`config.mk`:
```
export PLATFORM = sky130hd
export DESIGN_NAME = i2c_cfg_seq
export DESIGN_NICKNAME = d
export VERILOG_FILES = /design/src/rtl/i2c_cfg_seq_pkg.sv /design/src/rtl/i2c_cfg_seq.sv
export SDC_FILE = /design/constraint.sdc
export NUM_CORES = 1
export LEC_CHECK = 0
export ABC_AREA = 1
export CAP_MARGIN = 15
export CORE_AREA = 2 2 99 101
export CTS_BUF_LIST = sky130_fd_sc_hd__clkbuf_4
export DETAILED_ROUTE_END_ITERATION = 6
export DIE_AREA = 0 0 101 103
export PLACE_DENSITY = 0.82
export SYNTH_ARGS = -nofsm -noshare
export SYNTH_HDL_FRONTEND = slang
export SYNTH_SLANG_ARGS = --single-unit
```
`constraint.sdc`:
```
create_clock -name clk -period 5.2 [get_ports clk]
set_input_delay 1.56 -clock clk [delete_from_list [all_inputs] [get_ports clk]]
set_output_delay 1.56 -clock clk [all_outputs]
set_load 0.05 [all_outputs]
```
`src/rtl/i2c_cfg_seq_pkg.sv`:
```
// -----------------------------------------------------------------------------
// utils
//   Shared definitions for the I2C configuration sequencer: the ceiling-log2
//   helper used to size address and counter fields, the ROM opcode values and
//   the sequencer state encoding.
// -----------------------------------------------------------------------------
package utils;

    // Bits needed to represent values 0..v-1 (never less than 1).
    function automatic int cl2(input int unsigned v);
        int          r;
        int unsigned x;
        r = 0;
        x = 1;
        while (x < v) begin
            x = x << 1;
            r++;
        end
        return (r < 1) ? 1 : r;
    endfunction

    localparam logic [7:0] OP_WRITE = 8'h00;
    localparam logic [7:0] OP_DELAY = 8'h01;
    localparam logic [7:0] OP_END   = 8'hFF;

    typedef enum logic [2:0] {
        ST_IDLE      = 3'd0,
        ST_FETCH     = 3'd1,
        ST_WAIT_ROM  = 3'd2,
        ST_DECODE    = 3'd3,
        ST_ISSUE     = 3'd4,
        ST_WAIT_DONE = 3'd5,
        ST_DELAY     = 3'd6,
        ST_FINISH    = 3'd7
    } state_t;

endpackage

```
`src/rtl/i2c_cfg_seq.sv`:
```
// -----------------------------------------------------------------------------
// i2c_cfg_seq
//   Walks a configuration ROM and turns each entry into an I2C register write
//   command, a millisecond-style delay, a no-op, or the end of the sequence.
//   A NACK on any write aborts the remaining entries and raises a sticky err.
//
// Ports
//   clk       : rising-edge clock
//   rst_n     : asynchronous active-low reset
//   start     : level request, sampled only while idle
//   rom_addr  : ROM read address (data returns one clock later)
//   rom_data  : ROM read data {dev[6:0], rsvd, reg[7:0], data[7:0], op[7:0]}
//   m_valid   : command valid to the I2C master (held until m_ready)
//   m_dev     : 7-bit device address of the command
//   m_reg     : register address of the command
//   m_data    : data byte of the command
//   m_ready   : master accepts the command
//   m_done    : master transaction-complete pulse
//   m_nack    : master saw a NACK, qualified by m_done
//   busy      : sequence in progress
//   done      : one-clock pulse when the sequence finishes
//   err       : sticky NACK flag, cleared by the next start
// -----------------------------------------------------------------------------
module i2c_cfg_seq
    import utils::*;
#(
    parameter int LINES      = 16,
    parameter int DW         = 32,
    parameter int DELAY_TICK = 100000
) (
    input  logic                   clk,
    input  logic                   rst_n,
    input  logic                   start,
    output logic [cl2(LINES)-1:0]  rom_addr,
    input  logic [DW-1:0]          rom_data,
    output logic                   m_valid,
    output logic [6:0]             m_dev,
    output logic [7:0]             m_reg,
    output logic [7:0]             m_data,
    input  logic                   m_ready,
    input  logic                   m_done,
    input  logic                   m_nack,
    output logic                   busy,
    output logic                   done,
    output logic                   err
);

    localparam int AW = cl2(LINES);
    localparam int CW = cl2(255 * DELAY_TICK + 1);

    state_t          r_state;
    logic [AW-1:0]   r_index;
    logic [CW-1:0]   r_cnt;

    logic [6:0]      w_dev;
    logic [7:0]      w_reg;
    logic [7:0]      w_data;
    logic [7:0]      w_op;
    logic            w_last;
    state_t          w_adv_state;
    logic [AW-1:0]   w_adv_index;
    logic [CW-1:0]   w_delay_load;

    assign w_dev  = rom_data[31:25];
    assign w_reg  = rom_data[23:16];
    assign w_data = rom_data[15:8];
    assign w_op   = rom_data[7:0];

    // Moving past an entry: the last ROM line ends the sequence rather than
    // wrapping back to entry 0.
    assign w_last      = (r_index == AW'(LINES - 1));
    assign w_adv_state = w_last ? ST_FINISH : ST_FETCH;
    assign w_adv_index = w_last ? r_index : r_index + 1'b1;

    // The DELAY state lasts data*DELAY_TICK clocks; the counter runs down to
    // zero inclusive, hence the minus one.
    assign w_delay_load = CW'(({24'd0, w_data} * DELAY_TICK) - 1);

    always_ff @(posedge clk or negedge rst_n) begin
        if (!rst_n) begin
            r_state  <= ST_IDLE;
            r_index  <= '0;
            r_cnt    <= '0;
            rom_addr <= '0;
            m_valid  <= 1'b0;
            m_dev    <= '0;
            m_reg    <= '0;
            m_data   <= '0;
            busy     <= 1'b0;
            done     <= 1'b0;
            err      <= 1'b0;
        end else begin
            done <= 1'b0;
            case (r_state)
                ST_IDLE: begin
                    if (start) begin
                        err     <= 1'b0;
                        r_index <= '0;
                        busy    <= 1'b1;
                        r_state <= ST_FETCH;
                    end
                end
                ST_FETCH: begin
                    rom_addr <= r_index;
                    r_state  <= ST_WAIT_ROM;
                end
                ST_WAIT_ROM: begin
                    r_state <= ST_DECODE;
                end
                ST_DECODE: begin
                    case (w_op)
                        OP_WRITE: begin
                            m_dev   <= w_dev;
                            m_reg   <= w_reg;
                            m_data  <= w_data;
                            m_valid <= 1'b1;
                            r_state <= ST_ISSUE;
                        end
                        OP_DELAY: begin
                            if (w_data != 8'd0) begin
                                r_cnt   <= w_delay_load;
                                r_state <= ST_DELAY;
                            end else begin
                                r_index <= w_adv_index;
                                r_state <= w_adv_state;
                            end
                        end
                        OP_END: begin
                            r_state <= ST_FINISH;
                        end
                        default: begin
                            r_index <= w_adv_index;
                            r_state <= w_adv_state;
                        end
                    endcase
                end
                ST_ISSUE: begin
                    if (m_ready) begin
                        m_valid <= 1'b0;
                        r_state <= ST_WAIT_DONE;
                    end
                end
                ST_WAIT_DONE: begin
                    if (m_done) begin
                        if (m_nack) begin
                            err     <= 1'b1;
                            r_state <= ST_FINISH;
                        end else begin
                            r_index <= w_adv_index;
                            r_state <= w_adv_state;
                        end
                    end
                end
                ST_DELAY: begin
                    if (r_cnt == '0) begin
                        r_index <= w_adv_index;
                        r_state <= w_adv_state;
                    end else begin
                        r_cnt <= r_cnt - 1'b1;
                    end
                end
                ST_FINISH: begin
                    done    <= 1'b1;
                    busy    <= 1'b0;
                    r_state <= ST_IDLE;
                end
                default: begin
                    r_state <= ST_IDLE;
                end
            endcase
        end
    end

endmodule

```
==> key figures, run 1 <==
Run status
  • Result of the run: complete, but fails checks
  • Violations in the final reports: design-rule violations, negative setup slack

Global routing
  • Via count of the first global-routing pass: about 5600
  • Initial antenna violation count: 0
  • Wire length of the first global-routing pass: about 24000 um
  • Overall fraction of global-route tracks in use: 0.2914
  • Maximum number of pins on one net before global-route repair: 45
  • Overflow left after global routing: 0

Finish
  • Count of inserted antenna diode cells: 0
  • Ratio of cells with drive above 1 in the final layout: 0.1557
  • Area of the multi-input gates: approximately 3700 um2
  • Area delta synth->final: 27.84%
  • Largest register FFs: 25
  • Sequential cell area: between 1500 and 2000 um2
  • Fin nets: 1003
  • Layout filler cell count: about 700

Drt
  • Routed vias/inst: approximately 5.5
  • Total number of vias: 5593
  • First DRT Iteration DRCs: between 300 and 400
  • DR DRC count: 1
  • Wirelength per Cell: approximately 15 um
  • Detailed-route wire length: 14860 um
  • Post-route antenna net violation count: 0
  • First-pass detailed-route iteration total: 7

Hold path
  • Cell depth of the worst min-delay path: 2
  • Startpoint of the most critical hold path: rom_addr[2]
  • Class of the tightest hold or removal check: register to register

Yosys
  • Syn nets: a little under 900
  • Part of the Yosys area used for sequential elements: 0.2852
  • Post-synthesis cell type count: 45
  • Number of enable flip-flop cells after synthesis: 0
  • Most area-hungry cell type in the Yosys netlist: sky130_fd_sc_hd__dfrtp_1
  • Flip-flop and latch count after synthesis: 63
  • Most used flip-flop cell after synthesis: sky130_fd_sc_hd__dfrtp_1
  • Synth warn: 0
  • Most common cell in the synthesized netlist: sky130_fd_sc_hd__nand2_1
  • Top area cells in the synthesized netlist: sky130_fd_sc_hd__dfrtp_1, sky130_fd_sc_hd__nand2_1, sky130_fd_sc_hd__ha_1, sky130_fd_sc_hd__inv_1, sky130_fd_sc_hd__nor2_1
  • Number of instances in the synthesized netlist: 762
  • Summed instance area of the synthesized netlist: 5528 um2
  • Post-synth top cells: sky130_fd_sc_hd__nand2_1, sky130_fd_sc_hd__inv_1, sky130_fd_sc_hd__nor2_1, sky130_fd_sc_hd__dfrtp_1, sky130_fd_sc_hd__ha_1
  • Async set-or-reset flop fraction in the synthesized netlist: 1.000
  • Mean Syn Cell Area: 7.254 um2
  • Share of Yosys cell area claimed by the top area cell type: 0.2852

STA
  • Transition time at the pin with the least slew margin: roughly 0.7 ns
  • Worst slew slack as a fraction of its limit: 0.5227
  • Min Tclk post-route: between 5 and 6 ns
  • Worst setup skew after layout: 0.01562 ns
  • Final setup vio count: 1
  • Upper clock frequency limit: 0.1915 GHz
  • Final Worst Setup Slack: -0.02329 ns
  • Share of the clock period used by the worst path after layout: 1.004
  • Number of pins exceeding their max-slew limit in the final report: 0
  • Final-layout worst hold slack: 0.4774 ns
  • Endpoints failing hold: 0

Placed design
  • Global placer's final weighted congestion: ~0.88
  • Post-placement worst setup slack: -0.6063 ns
  • Sum of net half-perimeters after detailed placement: 11230 um
  • Count of input and output buffers: 67

Die
  • Placeable Area: between 9000 and 10000 um2
  • Die height: about 100 um
  • Top-level I/O count: 69
  • Die area: roughly 10000 um2
  • Core Rows: 36
  • Die width: roughly 100 um
  • Initial standard-cell utilization of the core: 0.5844

Clocking
  • TritonCTS clock tree: done
  • Sinks on the clock net: 63
  • Root buffer cell: sky130_fd_sc_hd__clkbuf_4
  • Hold-fix buffer count after cts: 0
  • Number of levels the H-tree was split into: 3
  • Clock-pin slew of the registers on the worst-case setup and hold paths: 0.10 ns
  • Source-to-sink clock delay at the later pin of the worst-skew pair: a little over 0.4 ns
  • Number of buffers created by CTS: 9
  • Maximum buffer depth of the clock tree: 2

Setup path
  • R2R Path Start: r_cnt[0]
  • Logic depth of the worst register-to-register path: 13
  • CP startpoint kind: input pin
  • Highest fanout seen on the critical path: 5
  • Crit path arrival time: about 5.5 ns
  • Startpoint-to-endpoint class of the critical path: input pin to register
  • Worst setup path start: rom_data[13]
  • WP data required: between 5 and 6 ns
  • Crit path capture type: register

Pwr
  • Power per cell area: roughly 390 nW/um2
  • Leakage power total: about 3.6 nW
  • Highest ir drop seen on vdd: 0.1891 mV

Flow run
  • Total of max-cap violations: 0
## critical path, stage by stage
cell and delay, ns:
sky130_fd_sc_hd__clkdlybuf4s50_1 0.49, sky130_fd_sc_hd__ha_1 0.27, sky130_fd_sc_hd__fa_1 0.56, sky130_fd_sc_hd__fa_1 0.46, sky130_fd_sc_hd__ha_1 0.36, sky130_fd_sc_hd__ha_4 0.30, sky130_fd_sc_hd__nand2_2 0.09, sky130_fd_sc_hd__nor2_1 0.17
sky130_fd_sc_hd__nand2_1 0.13, sky130_fd_sc_hd__nand3_2 0.12, sky130_fd_sc_hd__nand2_1 0.08, sky130_fd_sc_hd__nand2_1 0.09, sky130_fd_sc_hd__nand2_1 0.07, sky130_fd_sc_hd__nor2_2 0.16, sky130_fd_sc_hd__nand2_2 0.10, sky130_fd_sc_hd__nor2_4 0.16
sky130_fd_sc_hd__nand3_1 0.08, sky130_fd_sc_hd__nand2_1 0.06, sky130_fd_sc_hd__nand3_1 0.10, sky130_fd_sc_hd__nand2_1 0.09, sky130_fd_sc_hd__nand2_1 0.05
## worst paths after layout
kind                       slack (ns)          end
max in group asynchronous        3.20     r_cnt[0]
setup / recovery                -0.02    r_cnt[24]
hold reg to reg                  0.48  rom_addr[2]
setup reg to reg                 2.59    r_cnt[17]
hold / removal                   0.48  rom_addr[2]
min in group asynchronous        1.08     m_dev[3]
## logic make-up after synthesis
group / synth area share
simple gates: 0.2988
buf+inv: 0.07741
compound gates: 0.1089
fa+ha+maj: 0.1770
flops: 0.2852
mux: 0.03056
xor+xnor: 0.02218
## cell usage in the layout (no fill, tap or decap), types with 9 or more instances in the layout
cell type                           n
sky130_fd_sc_hd__fa_1              12
sky130_fd_sc_hd__nor2_1            66
sky130_fd_sc_hd__clkdlybuf4s50_1   63
sky130_fd_sc_hd__o21ai_0           44
sky130_fd_sc_hd__a21oi_1           30
sky130_fd_sc_hd__xor2_1            12
sky130_fd_sc_hd__nand3_1           46
sky130_fd_sc_hd__ha_1              49
sky130_fd_sc_hd__ha_4               9
sky130_fd_sc_hd__buf_4             65
sky130_fd_sc_hd__clkbuf_4          11
sky130_fd_sc_hd__mux2_2            15
sky130_fd_sc_hd__nor3_1            15
sky130_fd_sc_hd__dfrtp_1           63
sky130_fd_sc_hd__nand2_1          208
sky130_fd_sc_hd__nand4_1           14
sky130_fd_sc_hd__nor2_2            12
sky130_fd_sc_hd__inv_1             93
## power by group
part | internal [mW] | switching, mW | leakage, nW
clock network | 0.153 | 0.174 | 0.0696
registers | 0.624 | 0.123 | 0.821
logic | 0.716 | 0.998 | 2.72
## stage by stage
| step | instances | area, um2 | TNS [ns] | util | power, mW |
|---|---|---|---|---|---|
| floorplan | 762 | 5528 | 0 | - | 1.762 |
| global placement | 996 | 6759 | -3.857 | 0.7146 | 2.248 |
| detailed placement | 996 | 6759 | -5.299 | 0.7146 | 2.312 |
| CTS | 1012 | 6922 | 0 | 0.7317 | 2.670 |
| global route | 1013 | 7067 | -0.8023 | 0.7471 | 3.032 |
| finish | 1013 | 7067 | -0.02329 | 0.7471 | 2.788 |
## cell type report
class / instances / area share
Clock buffer: 11 / 0.01169
Inverter: 98 / 0.05241
Sequential cell: 63 / 0.2231
Timing Repair Buffer: 132 / 0.1638
Multi-Input combinational cell: 590 / 0.5220
Clock inverter: 5 / 0.006905
Tap cell: 114 / 0.02018
## layer usage
layer,GRT usage,vias up,part of all wire
li1,-,2772,-
met1,0.3181,2590,0.40
met2,0.5574,184,0.52
met3,0.03932,47,0.042
met4,0.1362,0,0.040
met5,0,-,0
## what timing repair did
| item | in CTS | in global routing |
|---|---|---|
| pin swaps | 0 | 7 |
| setup endpoints to repair | 8 | 9 |
| endpoints found under the hold margin | 0 | 0 |
| resized for setup | 5 | 24 |
| gates cloned | 0 | 0 |
| buffers inserted | 0 | 1 |
No activity file was read; power rests on OpenSTA's default activity.
==> run 2, diff against run 1 <==
==> constraint.sdc (replaced) <==
create_clock -name clk -period 6.2 [get_ports clk]
set_input_delay 1.86 -clock clk [delete_from_list [all_inputs] [get_ports clk]]
set_output_delay 1.86 -clock clk [all_outputs]
set_load 0.05 [all_outputs]
==> run 2 against run 1 <==
The flow now finishes without violations. Count of clock-buffer cells in the layout decreased by 2. Worst hold slack better by 0.0029 ns. Sequential cell count did not move. Power decreased by 25%. Register-to-register slack better by 0.96 ns. Critical endpoint unchanged.
==> key figures, run 2 (synthesized netlist as in run 1, its figures left out) <==
Clocking
  • Maximum buffer depth of the clock tree: 2
  • Number of buffers created by CTS: 9
  • Root buffer cell: sky130_fd_sc_hd__clkbuf_4
  • Source-to-sink clock delay at the later pin of the worst-skew pair: about 0.43 ns
  • Sinks on the clock net: 63
  • Clock-pin slew of the registers on the worst-case setup and hold paths: between 0.1 and 0.15 ns
  • Number of levels the H-tree was split into: 3
  • Hold-fix buffer count after cts: 0
  • TritonCTS clock tree: done
  • Post-cts repair resize count: 0
  • Number of buffers added for setup after CTS: 0

Die
  • Top-level I/O count: ~70
  • Die width: roughly 100 um
  • Core Rows: 36
  • Die area: about 10000 um2
  • Initial standard-cell utilization of the core: 0.5844
  • Placeable Area: 9459 um2
  • Die height: ~100 um

Placed design
  • Count of input and output buffers: 67
  • Global placer's final weighted congestion: 0.9063
  • Sum of net half-perimeters after detailed placement: 10590 um

Global routing
  • Overall fraction of global-route tracks in use: 0.2812
  • Met1 Use GR: 0.3256
  • Met2 Resource Use GR: 0.5308
  • Wire length of the first global-routing pass: approximately 23000 um
  • Overflow left after global routing: 0
  • Via count of the first global-routing pass: ~5200
  • Met3 routing resource usage after global routing: 0.03186
  • Most congested layer reported by global routing: met2
  • Maximum number of pins on one net before global-route repair: 64
  • Initial antenna violation count: 0

Finish
  • Area delta synth->final: 17.75%
  • Commonest cells after routing, fill and taps aside: sky130_fd_sc_hd__nand2_1, sky130_fd_sc_hd__inv_1, sky130_fd_sc_hd__nor2_1
  • Largest register FFs: 25
  • Most frequent standard cell in the layout excluding fill and tap cells: sky130_fd_sc_hd__nand2_1
  • Count of inserted antenna diode cells: 0
  • Sequential cell area: 1577 um2
  • Layout filler cell count: roughly 780
  • Area of the multi-input gates: around 3500 um2
  • Core utilization of the finished layout: 0.6881
  • Ratio of cells with drive above 1 in the final layout: 0.07236
  • Fin nets: 947

Setup path
  • Crit path arrival time: a little over 6 ns
  • WP data required: about 6.5 ns
  • Reg-to-reg setup timing slack: between 3 and 4 ns
  • CP startpoint kind: input pin
  • Highest fanout seen on the critical path: 6
  • Crit path capture type: register
  • Startpoint-to-endpoint class of the critical path: input pin to register

STA
  • Min Tclk post-route: roughly 5.7 ns
  • Setup tns final: 0 ns
  • Upper clock frequency limit: 0.1741 GHz
  • Worst slew slack as a fraction of its limit: 0.4840
  • Transition time at the pin with the least slew margin: between 0.7 and 0.8 ns
  • Worst setup skew after layout: 0.01635 ns
  • Share of the clock period used by the worst path after layout: 0.9263
  • Final setup vio count: 0
  • RSZ-0062 raised after global routing: false
  • Number of pins exceeding their max-slew limit in the final report: 0
  • Endpoints failing hold: 0
  • Final-layout worst hold slack: approximately 0.48 ns

Drt
  • Total number of vias: 5285
  • First-pass detailed-route iteration total: 5
  • Wirelength per Cell: 14.19 um
  • First DRT Iteration DRCs: between 200 and 300
  • DR DRC count: 0
  • Post-route antenna net violation count: 0
  • Routed vias/inst: between 5 and 6
  • Detailed-route wire length: 13580 um

Pwr
  • Leakage power total: 3.329 nW
  • Highest ir drop seen on vdd: between 0.15 and 0.2 mV
  • Power per cell area: around 320 nW/um2

Flow run
  • Total of max-cap violations: 0

Run status
  • Result of the run: finished clean

Hold path
  • Class of the tightest hold or removal check: register to register
-- run 2: cell count changes in the layout (fill, tap and decap cells not counted), moves of 3 or more --
| cell | before | now |
|---|---|---|
| sky130_fd_sc_hd__buf_4 | 65 | 8 |
| sky130_fd_sc_hd__clkdlybuf4s50_1 | 63 | 66 |
| sky130_fd_sc_hd__ha_1 | 49 | 59 |
| sky130_fd_sc_hd__ha_4 | 9 | 0 |
| sky130_fd_sc_hd__nand2_1 | 208 | 212 |
| sky130_fd_sc_hd__nand2_2 | 7 | 3 |
| sky130_fd_sc_hd__nor2_1 | 66 | 74 |
| sky130_fd_sc_hd__nor2_2 | 12 | 6 |
-- run 2: worst paths after layout --
path / startpoint / endpoint / cells past startpoint
worst max-delay path: rom_data[12] / r_cnt[24] / 20
worst min-delay path: rom_addr[2] / rom_addr[2] / 2
worst max register to register: r_cnt[0] / r_index[1] / 13
worst min register to register: rom_addr[2] / rom_addr[2] / 2
max in group asynchronous: rst_n / m_reg[3] / 2
min in group asynchronous: rst_n / m_dev[4] / 2
-- run 2: worst max-delay path: stages --
cell                              delay (ns)
sky130_fd_sc_hd__clkdlybuf4s50_1        0.60
sky130_fd_sc_hd__ha_1                   0.31
sky130_fd_sc_hd__ha_1                   0.29
sky130_fd_sc_hd__inv_1                  0.05
sky130_fd_sc_hd__fa_1                   0.49
sky130_fd_sc_hd__inv_1                  0.05
sky130_fd_sc_hd__fa_1                   0.49
sky130_fd_sc_hd__ha_1                   0.39
sky130_fd_sc_hd__xnor2_1                0.24
sky130_fd_sc_hd__nand2_1                0.07
sky130_fd_sc_hd__nor2_1                 0.17
sky130_fd_sc_hd__nand3_1                0.15
sky130_fd_sc_hd__nor2_2                 0.17
sky130_fd_sc_hd__nand2_1                0.12
sky130_fd_sc_hd__nor2_2                 0.19
sky130_fd_sc_hd__nand3_1                0.10
sky130_fd_sc_hd__nand2_1                0.07
sky130_fd_sc_hd__nand3_1                0.11
sky130_fd_sc_hd__nand2_1                0.09
sky130_fd_sc_hd__nand2_1                0.05
-- run 2: metal layers --
layer  wire [um]  share of wire  up-vias
li1            -              -     2647
met1        5648           0.42     2466
met2        7061           0.52      144
met3         552          0.041       28
met4         317          0.023        0
met5           0              0        -
-- run 2: final cells by class --
cell class / count / share of cell area
flip-flops and latches: 63 / 0.2422
multi-input cells: 590 / 0.5413
repair buffers: 76 / 0.1138
clock buffers: 9 / 0.01038
well taps: 114 / 0.02191
clock inverters: 7 / 0.01346
inverters: 98 / 0.05690
-- run 2: through the flow --
| step | cell area, um2 | setup slack [ns] | power, mW | instances |
|---|---|---|---|---|
| final | 6509 | 0.4570 | 2.102 | 957 |
| after global routing | 6509 | 0.08999 | 2.303 | 957 |
| after detailed placement | 6339 | 0.07197 | 1.776 | 940 |
| after floorplan | 5528 | 1.051 | 1.478 | 762 |
| after CTS | 6494 | 0.5032 | 2.103 | 956 |
| after global placement | 6339 | 0.1533 | 1.728 | 940 |
-- run 2: power by group --
group	switching [mW]	leakage [nW]	total, mW	internal (mW)
combinational	0.741	2.43	1.16	0.417
clock	0.155	0.0770	0.315	0.160
sequential	0.105	0.821	0.628	0.523
==> run 3, diff against run 2 <==
--- a/config.mk
+++ b/config.mk
@@ -12,6 +12,7 @@
 export DETAILED_ROUTE_END_ITERATION = 6
 export DIE_AREA = 0 0 101 103
 export PLACE_DENSITY = 0.82
+export REMOVE_ABC_BUFFERS = 1
 export SYNTH_ARGS = -nofsm -noshare
 export SYNTH_HDL_FRONTEND = slang
 export SYNTH_SLANG_ARGS = --single-unit
==> run 3 against run 2 <==
Register-to-register slack got worse by 0.32 ns. Routed wire length shrank 3.5%. Worst setup slack gained 0.024 ns. Die area unchanged. Critical path depth increased by 4. Clock power is 22% lower. Count of clock-buffer cells in the layout did not move. Core utilization down 0.58 points. Maximum frequency is 0.42% higher. Combinational power hardly changed. Largest power group unchanged.
==> key figures, run 3 (synthesized netlist as in run 1, its figures left out) <==
Finish
  • Core utilization of the finished layout: 0.6823
  • Largest register FFs: 25
  • Commonest cells after routing, fill and taps aside: sky130_fd_sc_hd__nand2_1, sky130_fd_sc_hd__inv_1, sky130_fd_sc_hd__nor2_1
  • Area delta synth->final: 16.75%
  • Final design instance area without fill: around 6500 um2
  • Most frequent standard cell in the layout excluding fill and tap cells: sky130_fd_sc_hd__nand2_1
  • Ratio of cells with drive above 1 in the final layout: 0.07253
  • Count of inserted antenna diode cells: 0
  • Fin nets: 945

Drt
  • Routed vias/inst: approximately 5.5
  • DR DRC count: 0
  • Detailed-route wire length: 13110 um
  • First DRT Iteration DRCs: between 200 and 300
  • Post-route antenna net violation count: 0
  • Wirelength per Cell: 13.72 um
  • First-pass detailed-route iteration total: 5
  • Total number of vias: 5297

Setup path
  • Startpoint-to-endpoint class of the critical path: input pin to register
  • Logic depth of the worst register-to-register path: 8
  • Reg-to-reg setup timing slack: around 3.2 ns
  • Highest fanout seen on the critical path: 6
  • Bufs and invs on worst path: 4
  • Crit path capture type: register
  • Critical-path top delay cell: sky130_fd_sc_hd__clkdlybuf4s50_1
  • R2R Path Start: r_state[2]
  • Ordered list of cells on the worst path: clkdlybuf4s50_1 -> ha_1 -> ha_1 -> inv_1 -> fa_1 -> inv_1 -> fa_1 -> ha_1 -> nand2_1 -> nand2_1 -> inv_1 -> nand2_1 -> nand2_1 -> nand2_1 -> nand2_1 -> nand2_1 -> nor2_1 -> nand2_1 -> nor2_2 -> nand3_1 -> nand2_1 -> nand3_1 -> nand2_1 -> nand2_1
  • Worst setup path start: rom_data[10]
  • CP startpoint kind: input pin
  • Crit path arrival time: approximately 6.1 ns
  • Most common cell type on the critical path: sky130_fd_sc_hd__nand2_1
  • CP max stage delay: around 0.51 ns
  • WP data required: 6.53 ns
  • Reg2Reg Capture Point: r_cnt[17]
  • Crit path max-delay family: adder cells

Clocking
  • Number of buffers created by CTS: 9
  • Number of levels the H-tree was split into: 3
  • Post-cts repair resize count: 0
  • TritonCTS clock tree: done
  • Root buffer cell: sky130_fd_sc_hd__clkbuf_4
  • Number of buffers added for setup after CTS: 0
  • Sinks on the clock net: 63
  • Maximum buffer depth of the clock tree: 2
  • Clock-pin slew of the registers on the worst-case setup and hold paths: about 0.11 ns
  • Hold-fix buffer count after cts: 0
  • Source-to-sink clock delay at the later pin of the worst-skew pair: 0.43 ns

Die
  • Die height: around 100 um
  • Placeable Area: about 9500 um2
  • Initial standard-cell utilization of the core: 0.5844
  • Core Rows: 36
  • Die area: ~10000 um2
  • Top-level I/O count: between 60 and 70
  • Die width: 101 um

Hold path
  • Cell depth of the worst min-delay path: 2
  • Startpoint of the most critical hold path: rom_addr[1]
  • Class of the tightest hold or removal check: register to register
  • WHS Endpoint: rom_addr[1]

Global routing
  • Wire length of the first global-routing pass: around 23000 um
  • Via count of the first global-routing pass: roughly 5100
  • Overall fraction of global-route tracks in use: 0.2710
  • Initial antenna violation count: 0
  • Maximum number of pins on one net before global-route repair: 64
  • Overflow left after global routing: 0

Pwr
  • Leakage power total: ~3.3 nW
  • Seq pwr share: 0.310
  • Net Sw Frac: 0.4933
  • Power per cell area: between 300 and 400 nW/um2
  • Pint: 1.020 mW
  • Highest ir drop seen on vdd: between 0.15 and 0.2 mV
  • Overall power of the completed layout: around 2 mW
  • Sw Pwr: just under 1 mW
  • Clock network fraction of total power: 0.123
  • Relative contribution of combinational cells to total power: 0.568

Placed design
  • Placed cell area: 6324 um2
  • Post-placement worst setup slack: approximately 0.079 ns
  • Sum of net half-perimeters after detailed placement: 10370 um
  • Count of input and output buffers: 67
  • Global placer's final weighted congestion: around 0.91

STA
  • RSZ-0062 raised after global routing: false
  • Upper clock frequency limit: 0.1749 GHz
  • Setup tns final: 0 ns
  • Number of pins exceeding their max-slew limit in the final report: 0
  • Endpoints failing hold: 0
  • Share of the clock period used by the worst path after layout: 0.9224
  • Final Worst Setup Slack: between 0.4 and 0.5 ns
  • Min Tclk post-route: approximately 5.7 ns
  • Worst slew slack as a fraction of its limit: 0.3242
  • Final setup vio count: 0
  • Worst setup skew after layout: 0.01485 ns
  • Transition time at the pin with the least slew margin: 1.010 ns

Flow run
  • Total of max-cap violations: 0

Run status
  • Result of the run: finished clean
run 3: changes by cell type in the layout (fill, tap and decap cells not counted), sizes merged:
cell    delta
buf        -2
bufinv     -2
clkinv     +1
inv        +1
run 3: layout make-up:
cell class                 instances  area (um2)
timing repair buffer              74       725.7
clock buffer                       9       67.56
sequential                        63        1577
tap                              114       142.6
clock inverter                     7       47.55
fill                             781        3005
multi-input combinational        590        3523
inverter                          98       370.4
run 3: tightest hold or removal path: cells and delay by family (launching register included):
kind	cells	cell delay (ns)
flops	1	0.36
simple gates	2	0.10
run 3: power groups by stage:
stage,sequential [mW],combinational (mW),clock (mW)
floorplan,0.685,0.792,0
global route,0.641,1.31,0.267
CTS,0.620,1.14,0.251
global placement,0.623,1.10,0
detailed placement,0.628,1.13,0
finish,0.624,1.14,0.247
run 3: routing by layer:
layer / GRT usage / share of wire
met4: 0.1019 / 0.026
met5: 0 / 0
met2: 0.4774 / 0.48
met3: 0.05017 / 0.057
met1: 0.3322 / 0.44
run 3: through the flow:
stage               hold WS (ns)  std cells
floorplan                 0.4722        751
global placement          0.4600        938
detailed placement        0.4601        938
CTS                       0.4879        954
global route              0.5274        955
finish                    0.4846        955
run 3: worst max path at each step:
stage	cells past startpoint	endpoint
finish	24	r_cnt[24]
global route	23	r_cnt[17]
CTS	19	r_cnt[17]
detailed placement	23	r_cnt[24]
global placement	20	r_cnt[24]
floorplan	19	r_cnt[24]
